[config.mk]
export PLATFORM = sky130hd
export DESIGN_NAME = qconv_mem_arbiter
export DESIGN_NICKNAME = d
export VERILOG_FILES = /design/src/rtl/qconv_mem_pkg.sv /design/src/rtl/rr_pick.sv /design/src/rtl/qconv_mem_arbiter.sv
export SDC_FILE = /design/constraint.sdc
export NUM_CORES = 1
export LEC_CHECK = 0
export ABC_AREA = 1
export CAP_MARGIN = 20
export CORE_AREA = 10 10 118 120
export DETAILED_ROUTE_END_ITERATION = 8
export DIE_AREA = 0 0 128 130
export GPL_TIMING_DRIVEN = 0
export HOLD_SLACK_MARGIN = 0.03
export PLACE_DENSITY = 0.78
export SLEW_MARGIN = 20
export SYNTH_ARGS = -nofsm -noshare
export SYNTH_HDL_FRONTEND = slang
export SYNTH_SLANG_ARGS = --single-unit
[constraint.sdc]
create_clock -name clk -period 1.7 [get_ports clk]
set_input_delay 0.34 -clock clk [delete_from_list [all_inputs] [get_ports clk]]
set_output_delay 0.34 -clock clk [all_outputs]
set_load 0.02 [all_outputs]
[src/rtl/qconv_mem_pkg.sv]
// Shared constants for the qconv memory-port arbiter: FSM encoding and requester indices.
package qconv_mem_pkg;

    localparam logic [1:0] ST_IDLE  = 2'd0;
    localparam logic [1:0] ST_CMD   = 2'd1;
    localparam logic [1:0] ST_BURST = 2'd2;
    localparam logic [1:0] ST_DONE  = 2'd3;

    typedef enum logic [1:0] {
        S_IDLE  = ST_IDLE,
        S_CMD   = ST_CMD,
        S_BURST = ST_BURST,
        S_DONE  = ST_DONE
    } state_t;

    localparam int unsigned REQ_INDATA = 0;
    localparam int unsigned REQ_KERNEL = 1;
    localparam int unsigned REQ_THRESH = 2;
    localparam int unsigned REQ_OUTPUT = 3;

    localparam int unsigned NREQ_DEF = 4;
    localparam int unsigned AW_DEF   = 32;
    localparam int unsigned LW_DEF   = 8;

endpackage

[src/rtl/rr_pick.sv]
// Round-robin selector: first set request at or after ptr, wrapping modulo NREQ.
module rr_pick #(
    parameter int unsigned NREQ = 4,
    parameter int unsigned IW   = 2
) (
    input  logic [NREQ-1:0] req,
    input  logic [IW-1:0]   ptr,
    output logic            found,
    output logic [IW-1:0]   idx
);

    logic [IW:0] cand;

    // Scan ptr, ptr+1, ... and keep the first hit.
    always_comb begin
        found = 1'b0;
        idx   = '0;
        cand  = '0;
        for (int k = 0; k < NREQ; k++) begin
            cand = {1'b0, ptr} + (IW+1)'(k);
            if (cand >= (IW+1)'(NREQ)) begin
                cand = cand - (IW+1)'(NREQ);
            end
            if (!found && req[cand[IW-1:0]]) begin
                found = 1'b1;
                idx   = cand[IW-1:0];
            end
        end
    end

endmodule

[src/rtl/qconv_mem_arbiter.sv]
// Round-robin owner of the single memory burst port shared by the qconv transfer engines.
module qconv_mem_arbiter
    import qconv_mem_pkg::*;
#(
    parameter int unsigned NREQ = NREQ_DEF,
    parameter int unsigned AW   = AW_DEF,
    parameter int unsigned LW   = LW_DEF
) (
    input  logic               clk,
    input  logic               rst_n,
    input  logic [NREQ-1:0]    req_valid,
    input  logic [NREQ-1:0]    req_write,
    input  logic [NREQ*AW-1:0] req_addr,
    input  logic [NREQ*LW-1:0] req_len,
    output logic [NREQ-1:0]    req_ack,
    output logic [NREQ-1:0]    req_done,
    output logic [NREQ-1:0]    grant,
    output logic               mem_cmd_valid,
    input  logic               mem_cmd_ready,
    output logic [AW-1:0]      mem_cmd_addr,
    output logic [LW-1:0]      mem_cmd_len,
    output logic               mem_cmd_write,
    input  logic               mem_beat,
    output logic               busy,
    output logic               err_stray_beat
);

    localparam int unsigned IW = (NREQ > 1) ? $clog2(NREQ) : 1;

    state_t        state_q, state_d;
    logic [IW-1:0] ptr_q, ptr_d;
    logic [IW-1:0] idx_q, idx_d;
    logic [AW-1:0] addr_q, addr_d;
    logic [LW-1:0] len_q, len_d;
    logic [LW-1:0] cnt_q, cnt_d;
    logic          write_q, write_d;
    logic          err_q, err_d;

    logic          pick_found;
    logic [IW-1:0] pick_idx;
    logic [NREQ-1:0] idx_oh;

    logic [AW-1:0] addr_arr [NREQ];
    logic [LW-1:0] len_arr  [NREQ];

    // Unpack the flat per-requester command fields.
    for (genvar g = 0; g < NREQ; g++) begin : g_unpack
        assign addr_arr[g] = req_addr[g*AW +: AW];
        assign len_arr[g]  = req_len[g*LW +: LW];
    end

    rr_pick #(
        .NREQ (NREQ),
        .IW   (IW)
    ) u_pick (
        .req   (req_valid),
        .ptr   (ptr_q),
        .found (pick_found),
        .idx   (pick_idx)
    );

    assign idx_oh         = {{(NREQ-1){1'b0}}, 1'b1} << idx_q;
    assign mem_cmd_addr   = addr_q;
    assign mem_cmd_len    = len_q;
    assign mem_cmd_write  = write_q;
    assign err_stray_beat = err_q;

    // State, pointer, latched command and beat counter registers.
    always_ff @(posedge clk or negedge rst_n) begin
        if (!rst_n) begin
            state_q <= S_IDLE;
            ptr_q   <= IW'(REQ_INDATA);
            idx_q   <= '0;
            addr_q  <= '0;
            len_q   <= '0;
            cnt_q   <= '0;
            write_q <= 1'b0;
            err_q   <= 1'b0;
        end else begin
            state_q <= state_d;
            ptr_q   <= ptr_d;
            idx_q   <= idx_d;
            addr_q  <= addr_d;
            len_q   <= len_d;
            cnt_q   <= cnt_d;
            write_q <= write_d;
            err_q   <= err_d;
        end
    end

    // Next-state sequencing and per-requester handshake decode.
    always_comb begin
        state_d       = state_q;
        ptr_d         = ptr_q;
        idx_d         = idx_q;
        addr_d        = addr_q;
        len_d         = len_q;
        cnt_d         = cnt_q;
        write_d       = write_q;
        err_d         = err_q;
        req_ack       = '0;
        req_done      = '0;
        grant         = '0;
        mem_cmd_valid = 1'b0;
        busy          = (state_q != S_IDLE);

        // Beats are only meaningful inside a burst; anything else is flagged and dropped.
        if (mem_beat && (state_q != S_BURST)) begin
            err_d = 1'b1;
        end

        case (state_q)
            S_IDLE: begin
                if (pick_found) begin
                    idx_d   = pick_idx;
                    addr_d  = addr_arr[pick_idx];
                    len_d   = len_arr[pick_idx];
                    write_d = req_write[pick_idx];
                    state_d = (len_arr[pick_idx] != '0) ? S_CMD : S_DONE;
                end
            end
            S_CMD: begin
                mem_cmd_valid = 1'b1;
                if (mem_cmd_ready) begin
                    req_ack = idx_oh;
                    grant   = idx_oh;
                    cnt_d   = '0;
                    state_d = S_BURST;
                end
            end
            S_BURST: begin
                grant = idx_oh;
                if (mem_beat) begin
                    cnt_d = cnt_q + LW'(1);
                    if (cnt_q == len_q - LW'(1)) begin
                        state_d = S_DONE;
                    end
                end
            end
            S_DONE: begin
                grant    = idx_oh;
                req_done = idx_oh;
                // A zero-length command never reaches CMD, so it is acknowledged here.
                if (len_q == '0) begin
                    req_ack = idx_oh;
                end
                ptr_d   = (idx_q == IW'(NREQ - 1)) ? '0 : idx_q + IW'(1);
                state_d = S_IDLE;
            end
            default: begin
                state_d = S_IDLE;
            end
        endcase
    end

endmodule

==> reports/metrics.cfg <==
[status]
status=finished, violations left
violations=setup timing

[sta]
period_needed_ps=2240
finalHoldViolCount=0
rsz0062_at_grt=true
tns_ps=-22950
period_share_pct=132
fmax_mhz=446
tightest_slew_ps=510
fin_ws_ps=-544
skew_ps=9.39
slew_headroom_pct=65.9
setup_viol=62
slew_violations=0

[route]
totalWireLength_um=20100
wl_per_cell_um=20.2
via_count=5322
antenna_left=0
drt_first_iter_violations=341
routed_via_density=5.33
drt_pass1_iterations=5
drcViolationCount=0

[clock_tree]
clock_latency_ps=300
numClockSinks=56
cts_buffer_depth=2
root_buffer=clkbuf_16
path_clk_slew_ps=80
cts_tree=done
cts.htree.levels=2
cts_inserted_buffers=5

[power]
p_leak_nw=3.39
swShare_pct=51.0
peakVddDrop_uv=1320
power.internal_mw=8.95
clkPwrFrac_pct=6.3
seq_power_share_pct=14.2
power.density_nw_per_um2=2360
combPwrFrac_pct=79.6
switchingPower_mw=9.31

[setup_path]
crit_fanout=10
worstPathArrival_ps=2470
critical_path_class=flop to flop
slowest_stage=dfrtp_2
slowest_delay_ps=470
critPathLaunchType=flop
r2r_slack_ps=-540
worstSetupEndpointType=flop
crit_chain=buf_6 -> nand2_1 -> nand2_2 -> nand2_2 -> nand2_4 -> nor2_8 -> nand3_4 -> nand2_4 -> nand2_8 -> buf_8 -> nand2_1 -> nand3_1 -> nand2_2 -> nand2_1 -> nor2_2 -> nand3_2 -> a21oi_2
critical_path.startpoint=ptr_q[0]
ff2ff_path_depth=17
crit_family=simple AND/OR/NAND/NOR gates
cp.required_ps=1920
path_buf_inv=2
timing.rr.start=ptr_q[0]
r2r_end=state_q[1]

[yosys]
synth_edf_count=0
synthesis.nets=761
synth_compound_area_share_pct=20.8
yosys_warnings=0
synth_top_family_by_area=simple AND/OR/NAND/NOR gates
yosys.area_share.simple_pct=30.5
syn_avg_cell_area_um2=7.11
synthCells=579
synth.area.mux_share_pct=0
ys_ff_latch=56
synth_fa_ha_area_share_pct=3.04
syn_area_um2=4110
async_reset_ff_share_pct=100
synth_cell_types=35
yosys_most_used_dff=dfrtp_1
seq_area_frac_synth_pct=34.1
yosys.area_share.xor_xnor_pct=2.55

[cells_and_area]
mostFrequentLayoutCells=200 x clkdlybuf4s50_1, 87 x nor2_1, 84 x nand2_1, 52 x dfrtp_1, 49 x o21ai_1
nFillCells=972
antenna-diode-count=0
drive_gt1_share_pct=23.5
final_common_cell=clkdlybuf4s50_1
syn2layout_area_growth_pct=88.0
final_cell_area_um2=7730
fin_util_pct=66.0
num-nets-final=1032

[global_routing]
grt_pass1_wl_um=29900
antenna_found_initial=0
grt_use_total_pct=22.5
grt_start_max_net_pins=44
grt_overflow_total=0
grt_pass1_vias=5547

[run]
maxCapViolCount=0

[place]
place_congestion=0.932
place_hpwl_um=15600
placed_area_um2=6840
port_buffers=227

[die]
rows=40
core_um2=11700
die_area_um2=16600
die_w_um=128
io_pins=228
die_h_um=130
start_util_pct=35.1

[hold_path]
hp-class=input pin to async pin

==> power by group through the flow <==
stage / logic (mW) / registers, mW / clock network [mW]
after floorplan: 7.38 / 3.02 / 0
final: 14.5 / 2.58 / 1.14
after global placement: 11.6 / 2.51 / 0
after global routing: 15.7 / 2.65 / 1.19
after CTS: 12.8 / 2.54 / 1.14
after detailed placement: 11.9 / 2.54 / 0
==> cells by family after synthesis <==
family          Yosys count
xor+xnor                 12
simple gates            279
compound gates          141
fa+ha+maj                10
buf+inv                  81
flops                    56
==> cell usage after synthesis (2+ instances only) <==
master,number,area share (%)
a31oi_1,11,1.7
dfrtp_1,56,34
o21bai_1,9,1.6
nand3_2,3,0.73
nor3b_1,4,0.73
a21oi_1,9,1.1
buf_4,6,1.1
or2_2,2,0.30
ha_1,10,3.0
buf_2,18,2.2
o221ai_1,24,5.1
nor3_1,14,1.7
o21ai_1,8,0.97
inv_1,40,3.6
buf_6,3,0.82
nor2_2,2,0.30
nand3_1,36,4.4
o211ai_2,2,0.61
nor2_1,96,8.8
nand2_2,6,0.91
inv_2,6,0.55
o21ai_0,75,9.1
xor2_1,11,2.3
clkbuf_1,7,0.64
nand2_4,6,1.6
nand2_1,104,9.5
nand4_1,3,0.46
==> layer usage <==
metal  vias up  global-route usage (%)  share of wire (%)
met2       251                    40.4                 51
met1      2558                    24.4                 38
met5         -                       0                  0
li1       2487                       -                  -
met3        26                    8.68                9.6
met4         0                    5.50                2.2
==> worst reg2reg max path: cells and delay by family (launching register included) <==
| kind | cells | cell delay (ps) |
|---|---|---|
| AND/OR/NAND/NOR | 14 | 1240 |
| buffers and inverters | 2 | 310 |
| AO/OA/AOI/OAI | 1 | 150 |
| flip-flops | 1 | 470 |
==> metrics by stage <==
step,total power [mW],std cells,setup slack (ps),hold WS [ps]
floorplan,10.4,579,-223,44.4
global placement,14.1,953,-1940,445
detailed placement,14.4,954,-918,219
CTS,16.5,978,-518,442
global route,19.5,998,-671,465
finish,18.3,998,-544,436
==> sequential cells by signal, summed over array words and instances, names as in the netlist <==
register	cells
mem_cmd_len	8
cnt_q	8
mem_cmd_write	1
err_stray_beat	1
idx_q	2
state_q	2
mem_cmd_addr	32
ptr_q	2
==> worst max path at each step <==
| stage | endpoint | slack [ps] | depth (start not counted) |
|---|---|---|---|
| 6_report | state_q[1] | -540 | 17 |
| 5_1_grt | state_q[1] | -670 | 16 |
| 4_1_cts | state_q[1] | -520 | 16 |
| 3_5_place_dp | req_ack[0] | -920 | 9 |
| 3_3_place_gp | mem_cmd_len[1] | -1940 | 1 |
| 2_1_floorplan | req_ack[0] | -220 | 8 |
==> layout make-up <==
type	instances	area (um^2)	share of cell area (%)
plain buffers	33	394	5.10
clock buffers	6	139	1.80
clock inverters	2	18.8	0.243
inverters	47	196	2.54
multi-input cells	442	2770	35.8
flip-flops and latches	56	1410	18.2
well taps	147	184	2.38
repair buffers	264	2620	33.9
repair inverters	1	7.51	0.0971
==> repair_timing <==
action                                  4_1_cts  5_1_grt
cloned                                        0        5
endpoints found under the setup margin       70       67
gates resized for setup                     118       80
pin swaps                                    14       24
setup buffers                                16       15
hold buffers                                  1        0
endpoints found under the hold margin        13        0
No activity file was read; power rests on OpenSTA's default activity.
